<file path="src/rtl/tl_pkg.sv">
// ---------------------------------------------------------------------------
// tl_pkg -- shared definitions for the traffic light controller.
//
// Holds the controller state encodings, the lamp patterns ({red,yellow,green}),
// the default phase durations, and a helper that maps a state plus the night
// flash bit onto the lamp pair for both roads.
// ---------------------------------------------------------------------------
package tl_pkg;

    // Controller states. Kept as plain 3-bit constants so the encoding is
    // visible on the phase output exactly as listed here.
    localparam logic [2:0] S_MG = 3'd0;  // main green
    localparam logic [2:0] S_MY = 3'd1;  // main yellow
    localparam logic [2:0] S_R1 = 3'd2;  // all red, main -> side
    localparam logic [2:0] S_SG = 3'd3;  // side green
    localparam logic [2:0] S_SY = 3'd4;  // side yellow
    localparam logic [2:0] S_R2 = 3'd5;  // all red, side -> main
    localparam logic [2:0] S_NT = 3'd6;  // night flashing yellow

    // Lamp patterns, bit order {red, yellow, green}.
    localparam logic [2:0] RED = 3'b100;
    localparam logic [2:0] YEL = 3'b010;
    localparam logic [2:0] GRN = 3'b001;
    localparam logic [2:0] OFF = 3'b000;

    // Default phase durations in ticks.
    localparam int unsigned DEF_T_MAIN_G = 30;
    localparam int unsigned DEF_T_SIDE_G = 20;
    localparam int unsigned DEF_T_YEL    = 3;
    localparam int unsigned DEF_T_RED    = 1;

    typedef struct packed {
        logic [2:0] main_lt;
        logic [2:0] side_lt;
    } lamps_t;

    // Lamp pair for a state. In night mode only the yellows are lit, and
    // both follow the flash bit.
    function automatic lamps_t state_lamps(input logic [2:0] st, input logic flash);
        lamps_t l;
        l = '{main_lt: RED, side_lt: RED};
        case (st)
            S_MG:    l = '{main_lt: GRN, side_lt: RED};
            S_MY:    l = '{main_lt: YEL, side_lt: RED};
            S_SG:    l = '{main_lt: RED, side_lt: GRN};
            S_SY:    l = '{main_lt: RED, side_lt: YEL};
            S_NT:    l = '{main_lt: (flash ? YEL : OFF), side_lt: (flash ? YEL : OFF)};
            default: l = '{main_lt: RED, side_lt: RED};
        endcase
        return l;
    endfunction

endpackage

</file>
<file path="src/rtl/tl_timer.sv">
// ---------------------------------------------------------------------------
// tl_timer -- loadable phase countdown.
//
// Ports:
//   clk       clock
//   rst       synchronous active-high reset, count returns to RST_VAL
//   tick      timebase strobe, decrements the count by one
//   load      load load_val (wins over a simultaneous tick)
//   load_val  value to load
//   cnt       current count (registered)
//   expire    tick on the last tick of the phase (cnt == 1)
// ---------------------------------------------------------------------------
module tl_timer #(
    parameter int unsigned CW      = 8,
    parameter int unsigned RST_VAL = 1
) (
    input  logic          clk,
    input  logic          rst,
    input  logic          tick,
    input  logic          load,
    input  logic [CW-1:0] load_val,
    output logic [CW-1:0] cnt,
    output logic          expire
);

    logic [CW-1:0] cnt_q;

    // NOTE: state registers are written with non-blocking assignments so
    // every flop samples the pre-edge values of the others.
    always_ff @(posedge clk) begin
        if (rst) begin
            cnt_q <= CW'(RST_VAL);
        end else if (load) begin
            cnt_q <= load_val;
        end else if (tick) begin
            cnt_q <= cnt_q - CW'(1);
        end
    end

    assign cnt    = cnt_q;
    assign expire = tick & (cnt_q == CW'(1));

endmodule

</file>
<file path="src/rtl/traffic_light_ctrl.sv">
// ---------------------------------------------------------------------------
// traffic_light_ctrl -- two-road intersection controller.
//
// Main road rests in green and only yields when a side-road request is
// pending at the end of a main-green period. Every hand-over passes through
// yellow and an all-red clearance. A night request switches both roads to a
// flashing yellow; leaving night mode always goes through all-red first.
//
// Ports:
//   clk       clock
//   rst       synchronous active-high reset (highest priority)
//   tick      one-cycle timebase strobe
//   side_req  side-road vehicle sensor (level or pulse, latched)
//   night     flashing-yellow mode request (level)
//   main_lt   main-road lamps {red,yellow,green}, registered
//   side_lt   side-road lamps {red,yellow,green}, registered
//   remain    ticks left in the current phase (0 in night mode)
//   phase     current state encoding
// ---------------------------------------------------------------------------
module traffic_light_ctrl
    import tl_pkg::*;
#(
    parameter int unsigned CW       = 8,
    parameter int unsigned T_MAIN_G = DEF_T_MAIN_G,
    parameter int unsigned T_SIDE_G = DEF_T_SIDE_G,
    parameter int unsigned T_YEL    = DEF_T_YEL,
    parameter int unsigned T_RED    = DEF_T_RED
) (
    input  logic          clk,
    input  logic          rst,
    input  logic          tick,
    input  logic          side_req,
    input  logic          night,
    output logic [2:0]    main_lt,
    output logic [2:0]    side_lt,
    output logic [CW-1:0] remain,
    output logic [2:0]    phase
);

    // Durations must be non-zero and representable in the countdown.
    localparam longint unsigned CNT_LIMIT = longint'(1) << CW;

    if (T_MAIN_G < 1 || longint'(T_MAIN_G) >= CNT_LIMIT ||
        T_SIDE_G < 1 || longint'(T_SIDE_G) >= CNT_LIMIT ||
        T_YEL    < 1 || longint'(T_YEL)    >= CNT_LIMIT ||
        T_RED    < 1 || longint'(T_RED)    >= CNT_LIMIT) begin : g_bad_duration
        $error("traffic_light_ctrl: every duration must be >= 1 and < 2**CW");
    end

    logic [2:0]    state_q, state_d;
    logic          pending_q, pending_d;
    logic          flash_q, flash_d;
    logic [2:0]    main_lt_q, side_lt_q;
    lamps_t        lamps_d;

    logic          load;
    logic [CW-1:0] load_val;
    logic [CW-1:0] cnt;
    logic          expire;

    tl_timer #(
        .CW      (CW),
        .RST_VAL (T_RED)
    ) u_timer (
        .clk      (clk),
        .rst      (rst),
        .tick     (tick),
        .load     (load),
        .load_val (load_val),
        .cnt      (cnt),
        .expire   (expire)
    );

    // Next-state logic. Night has priority over expiry; inside night mode the
    // countdown is reloaded with 0 every cycle so it holds there.
    always_comb begin
        // NOTE: every output of this block gets a default first, so no path
        // leaves a variable unassigned and no latch is inferred.
        state_d   = state_q;
        pending_d = pending_q | side_req;
        flash_d   = flash_q;
        load      = 1'b0;
        load_val  = '0;

        if (state_q != S_NT && night) begin
            state_d = S_NT;
            flash_d = 1'b1;
            load    = 1'b1;
        end else if (state_q == S_NT) begin
            load = 1'b1;
            if (!night) begin
                state_d  = S_R2;
                load_val = CW'(T_RED);
            end else if (tick) begin
                flash_d = ~flash_q;
            end
        end else if (expire) begin
            load = 1'b1;
            case (state_q)
                S_MG: begin
                    // A request arriving on the expiry cycle itself counts.
                    if (pending_d) begin
                        state_d  = S_MY;
                        load_val = CW'(T_YEL);
                    end else begin
                        load_val = CW'(T_MAIN_G);
                    end
                end
                S_MY: begin
                    state_d  = S_R1;
                    load_val = CW'(T_RED);
                end
                S_R1: begin
                    state_d   = S_SG;
                    load_val  = CW'(T_SIDE_G);
                    pending_d = 1'b0;
                end
                S_SG: begin
                    state_d  = S_SY;
                    load_val = CW'(T_YEL);
                end
                S_SY: begin
                    state_d  = S_R2;
                    load_val = CW'(T_RED);
                end
                default: begin
                    state_d  = S_MG;
                    load_val = CW'(T_MAIN_G);
                end
            endcase
        end
    end

    // Lamps are decoded from the next state so they are registered alongside
    // it and change on the same edge.
    assign lamps_d = state_lamps(state_d, flash_d);

    always_ff @(posedge clk) begin
        if (rst) begin
            state_q   <= S_R2;
            pending_q <= 1'b0;
            flash_q   <= 1'b0;
            main_lt_q <= RED;
            side_lt_q <= RED;
        end else begin
            state_q   <= state_d;
            pending_q <= pending_d;
            flash_q   <= flash_d;
            main_lt_q <= lamps_d.main_lt;
            side_lt_q <= lamps_d.side_lt;
        end
    end

    assign main_lt = main_lt_q;
    assign side_lt = side_lt_q;
    assign remain  = cnt;
    assign phase   = state_q;

endmodule

</file>
<file path="config.mk">
export PLATFORM = sky130hd
export DESIGN_NAME = traffic_light_ctrl
export DESIGN_NICKNAME = d
export VERILOG_FILES = /design/src/rtl/tl_pkg.sv /design/src/rtl/tl_timer.sv /design/src/rtl/traffic_light_ctrl.sv
export SDC_FILE = /design/constraint.sdc
export NUM_CORES = 1
export LEC_CHECK = 0
export BUFFER_PORTS_ARGS = -buffer_cell sky130_fd_sc_hd__buf_2
export CAP_MARGIN = 5
export CORE_ASPECT_RATIO = 1.2
export CORE_MARGIN = 5
export CORE_UTILIZATION = 50
export CTS_BUF_LIST = sky130_fd_sc_hd__clkbuf_4 sky130_fd_sc_hd__clkbuf_8
export DETAILED_ROUTE_END_ITERATION = 8
export PLACE_DENSITY = 0.89
export SLEW_MARGIN = 10
export SYNTH_ARGS = -nofsm -noshare
export SYNTH_HDL_FRONTEND = slang
export SYNTH_SLANG_ARGS = --single-unit
</file>
<file path="constraint.sdc">
create_clock -name clk -period 2.1 [get_ports clk]
set_input_delay 0.315 -clock clk [delete_from_list [all_inputs] [get_ports clk]]
set_output_delay 0.315 -clock clk [all_outputs]
set_load 0.02 [all_outputs]
</file>
## Yosys cells after proc, flatten, opt, wreduce, memory -nomap -nowiden

Index checks and enable logic that the tools add are counted.

- Register bits after elaboration: 19
- Logic and storage cells: 53

- Add/sub/neg operators: 1
- Equal/unequal tests: 11
- Multiplexer cells: 27
- Bitwise logic cells: 3
- Reductions and logical operators: 5

Operators with widths:

| cell | count |
|---|---|
| $mux W8 | 5 |
| $pmux W8 S4 | 1 |
| $pmux W6 S5 | 1 |
| $mux W3 | 5 |
| $pmux W3 S5 | 1 |
| $eq A3 B3 Y1 const B | 4 |
| $mux W1 | 12 |
| $eq A3 B2 Y1 const B | 3 |
| $eq A8 B1 Y1 const B | 1 |
| $sub A8 B1 Y8 const B | 1 |
| $eq A3 B1 Y1 const B | 2 |
| $logic_not A3 Y1 | 2 |
| $mux W5 | 1 |
| $ne A3 B3 Y1 const B | 1 |
| $mux W2 | 1 |
| $reduce_bool A2 Y1 | 1 |
| $reduce_or A2 Y1 | 1 |
| $and A1 B1 Y1 | 1 |
| $logic_and A1 B1 Y1 | 1 |
| $not A1 Y1 | 1 |
| $or A1 B1 Y1 | 1 |

## Depth between registers and ports, before layout

- Depth after elaboration: 8
- Depth in mapped cells: 8
- Depth with buffers taken out: 7

## Modules after synthesis

Synthesis repeated with hierarchy kept, for this count alone.

- Cell total of the unflattened synthesis: 135
- Area, all modules: 1186.1 um^2

By module, submodules not included:

| module | times used | cells each | area an instance (um^2) | seq. area each (um^2) |
|---|---|---|---|---|
| traffic_light_ctrl | 1 | 78 | 650.6 | 220.2 |
| tl_timer | 1 | 57 | 535.5 | 160.2 |

## Least setup slack after synthesis

OpenSTA, ideal clock, no wires.

- Kind: register to register
- From: register u_timer.cnt_q[0] (netlist: u_timer.cnt[0])
- To: register side_lt_q[0] (netlist: side_lt[0])
- Setup time: 0.115 ns
- Arrival time: 1.997 ns
- Slack: -0.013 ns
- Stages on the path, launching flop included: 8
- Cells stage by stage: dfxtp_1 ha_1 nor4b_2 and2_1 buf_6 mux2_4 a211o_1 and3_1

- Cells in the longest elaborated chain, start to end: 7
- Elaborated cells on any way between the ends: 11

RTL lines:

| element | RTL line | source |
|---|---|---|
| start, declared | tl_timer.sv:26 | `logic [CW-1:0] cnt_q;` |
| start signal, assigned | tl_timer.sv:32 | `cnt_q <= CW'(RST_VAL);` |
| start signal, assigned | tl_timer.sv:34 | `cnt_q <= load_val;` |
| start signal, assigned | tl_timer.sv:36 | `cnt_q <= cnt_q - CW'(1);` |
| $eq A8 B1 Y1 (*) | tl_timer.sv:41 | `assign expire = tick & (cnt_q == CW'(1));` |
| $and A1 B1 Y1 (*) | tl_timer.sv:41 |  |
| $mux W3 (*) | traffic_light_ctrl.sv:97 | `end else if (expire) begin` |
| $mux W3 (*) | traffic_light_ctrl.sv:89 | `end else if (state_q == S_NT) begin` |
| $mux W3 (*) | traffic_light_ctrl.sv:85 | `if (state_q != S_NT && night) begin` |
| $eq A3 B3 Y1 (tied with other cells) | tl_pkg.sv:42 | `case (st)` |
| $pmux W6 S5 (*) | tl_pkg.sv:42 |  |
| end signal, assigned | traffic_light_ctrl.sv:150 | `side_lt_q <= lamps_d.side_lt;` |
| end, declared | traffic_light_ctrl.sv:53 | `logic [2:0] main_lt_q, side_lt_q;` |

Every way passes the cells marked *; elsewhere a longest branch is shown, timed or not.
A chain may end at the register's enable or synchronous reset.

## Worst setup path in the final report

- From: register u_timer.cnt_q[1] (netlist: u_timer.cnt[1])
- To: register side_lt_q[2] (netlist: side_lt[2])

Same word-level chain as after synthesis.

==> results_dict.tcl <==
set metrics [dict create \
    relSlewSlack_pct 65.69 \
    leakagePower_nw 0.4898 \
    die_w_um 50.92 \
    htreeDepth 1 \
    io_pins 22 \
    cts_buffers 3 \
    grt_start_max_net_pins 17 \
    yosysWarnings 0 \
    drtIter0Drc 6 \
    num_antenna_cells 0 \
    hold_class "input pin to flop" \
    drive_gt1_share_pct 28.15 \
    synthesis.area_um2 1005 \
    cts.sinks 19 \
    startpoint_type "flop" \
    cap_violations 0 \
    ys_seq_area_share_pct 37.86 \
    dp_cells 150 \
    yosysMostFrequentCell "dfxtp_1" \
    root_buffer "clkbuf_4" \
    ys.flop_type "dfxtp_1" \
    viasPerCell 5.968 \
    yosysTopAreaCell "dfxtp_1" \
    fmax_mhz 503.4 \
    clk_latency_ns 0.29 \
    dp_hpwl_um 1629 \
    setup_viol 0 \
    antenna_found_initial 0 \
    dr.pass1.iters 4 \
    endpoint_kind "flop" \
    status "finished clean" \
    grt_pass1_wl_um 3726 \
    power.density_nw_per_um2 719.0 \
    synthTopCellsByCount "dfxtp_1 (19), nor3_1 (11), a21oi_1 (9)" \
    synth_cell_types 39 \
    synthesis.nets 121 \
    drc 0 \
    maxSlewViolCount 0 \
    synth.area.top_cells "dfxtp_1 (38%), nor3_1 (5.5%), a21oi_1 (4.5%)" \
    worst_pin_slew_ns 0.5140 \
    fin_skew_ns 0.0009982 \
    coreArea_um2 1872 \
    ys_seq_elements 19 \
    critPathArrivalTime_ns 2.18 \
    initial_core_util_pct 53.68 \
    grt_overflow_total 0 \
    via_count 919 \
    crit_fanout 8 \
    final_nets 143 \
    vdd_drop_max_mv 0.4263 \
    syn_inst 114 \
    timing.final.crit_share_pct 94.60 \
    syn_to_final_growth_pct 15.57 \
    grt.total_usage_pct 15.70 \
    min_period_ns 1.987 \
    wire_per_inst_um 14.34 \
    synth.top_cell.area_share_pct 37.86 \
    wl_um 2209 \
    portBuffers 21 \
    clkTransAtPathRegs_ns 0.10 \
    gp_congestion 0.9236 \
    cp.required_ns 2.29 \
    async_flop_share_pct 0 \
    final_cells 154 \
    grt_pass1_vias 839 \
    hold_violations 0 \
    setup_tns_ns 0 \
    ant_nets 0 \
    grt_setup_unrepaired "false" \
    avgSynthCellArea_um2 8.813 \
    nFillCells 169 \
    num_rows 17 \
    dieArea_um2 3010 \
    holdBufCountCts 0 \
    crit_type "flop to flop" \
    synth_edf_count 0 \
    cts_tree "built" \
    clock_path_buffers 2 \
    dieHeight_um 59.11 \
]
[layout by cell type (no fill, tap or decap), drive strengths merged]
| master | n |
|---|---|
| o31ai | 1 |
| nand3b | 2 |
| nand3 | 3 |
| inv | 3 |
| nor2 | 8 |
| nor3 | 11 |
| ha | 2 |
| a211oi | 2 |
| nor2b | 3 |
| dfxtp | 19 |
| clkbuf | 4 |
| or3 | 2 |
| or4b | 1 |
| and3 | 1 |
| a2111oi | 1 |
| a21o | 1 |
| nor4b | 2 |
| a311oi | 2 |
| xnor2 | 2 |
| a211o | 2 |
| o21a | 2 |
| a31o | 1 |
| mux2 | 2 |
| buf | 23 |
| nor4 | 1 |
| or2 | 1 |
| o22ai | 1 |
| o2bb2ai | 2 |
| nor3b | 1 |
| nand2b | 4 |
| o21ai | 2 |
| and2 | 1 |
| o21bai | 2 |
| mux2i | 2 |
| a21oi | 9 |
| nand2 | 6 |
| xor2 | 3 |
[routing by layer]
| metal | vias up | wire length (µm) | share of wire (%) | GRT usage (%) |
|---|---|---|---|---|
| li1 | 455 | - | - | - |
| met2 | 21 | 1076 | 49 | 26.60 |
| met4 | 0 | 42 | 1.9 | 4.745 |
| met3 | 6 | 111 | 5.0 | 3.778 |
| met1 | 437 | 977 | 44 | 19.42 |
| met5 | - | 0 | 0 | 0 |
[registers in the layout (all words and copies together), names as in the netlist]
name	cells
main_lt	3
u_timer.cnt	8
side_lt	3
pending_q	1
flash_q	1
phase	3
[power breakdown]
group          total [mW]  switching (mW)  internal (mW)
sequential          0.415          0.0306          0.385
clock               0.192           0.105         0.0869
combinational       0.227           0.127          0.100
total               0.835           0.263          0.572
[worst max-delay path, stage by stage (launching register included)]
cell and delay, ns:
dfxtp_1 0.38, inv_1 0.08, ha_1 0.18, nor4b_4 0.14, and2_4 0.18, buf_4 0.15, or4b_2 0.61, o21ai_0 0.09
o21bai_1 0.07
[cell families (layout without fill, tap and decap cells)]
group	Yosys count	after routing	synth area share [%]
AND/OR/NAND/NOR	47	47	27.02
buffers and inverters	9	30	4.110
AO/OA/AOI/OAI	28	28	19.55
adder cells (fa/ha/maj)	2	2	2.490
flip-flops	19	19	37.86
multiplexers	4	4	4.607
XOR/XNOR	5	5	4.359
[metrics by stage]
step / util (%) / total power [mW] / hold WS (ns) / cell area, µm² / worst slack, ns
floorplan: - / 0.5883 / 0.4927 / 1006 / 0.04231
global placement: 59.83 / 0.6349 / 0.5106 / 1120 / 0.1567
detailed placement: 59.83 / 0.6420 / 0.5296 / 1120 / 0.08075
finish: 62.03 / 0.8349 / 0.3117 / 1161 / 0.1135
global route: 62.03 / 0.8932 / 0.3077 / 1161 / 0.009926
CTS: 61.43 / 0.8332 / 0.3099 / 1150 / 0.05542
[path summary, 6_finish.rpt]
check	start	to	slack [ns]	cells after the start
max reg2reg	u_timer.cnt[1]	side_lt[2]	0.11	8
min	rst	phase[1]	0.31	2
max	u_timer.cnt[1]	side_lt[2]	0.11	8
min reg2reg	u_timer.cnt[3]	u_timer.cnt[3]	0.54	2
[final cells by class]
type | count | area (µm²) | share of cell area (%)
Sequential cell | 19 | 381.6 | 32.87
Timing Repair Buffer | 23 | 120.1 | 10.34
Inverter | 3 | 11.26 | 0.9698
Clock buffer | 4 | 30.03 | 2.586
Tap cell | 19 | 23.77 | 2.047
Multi-Input combinational cell | 86 | 594.3 | 51.19
[what timing repair did]
action,in CTS,in global routing
gates resized for setup,0,2
endpoints found under the setup margin,0,5
setup buffers,0,0
endpoints found under the hold margin,0,0
Note: power is estimated with default switching activity, not from simulation.
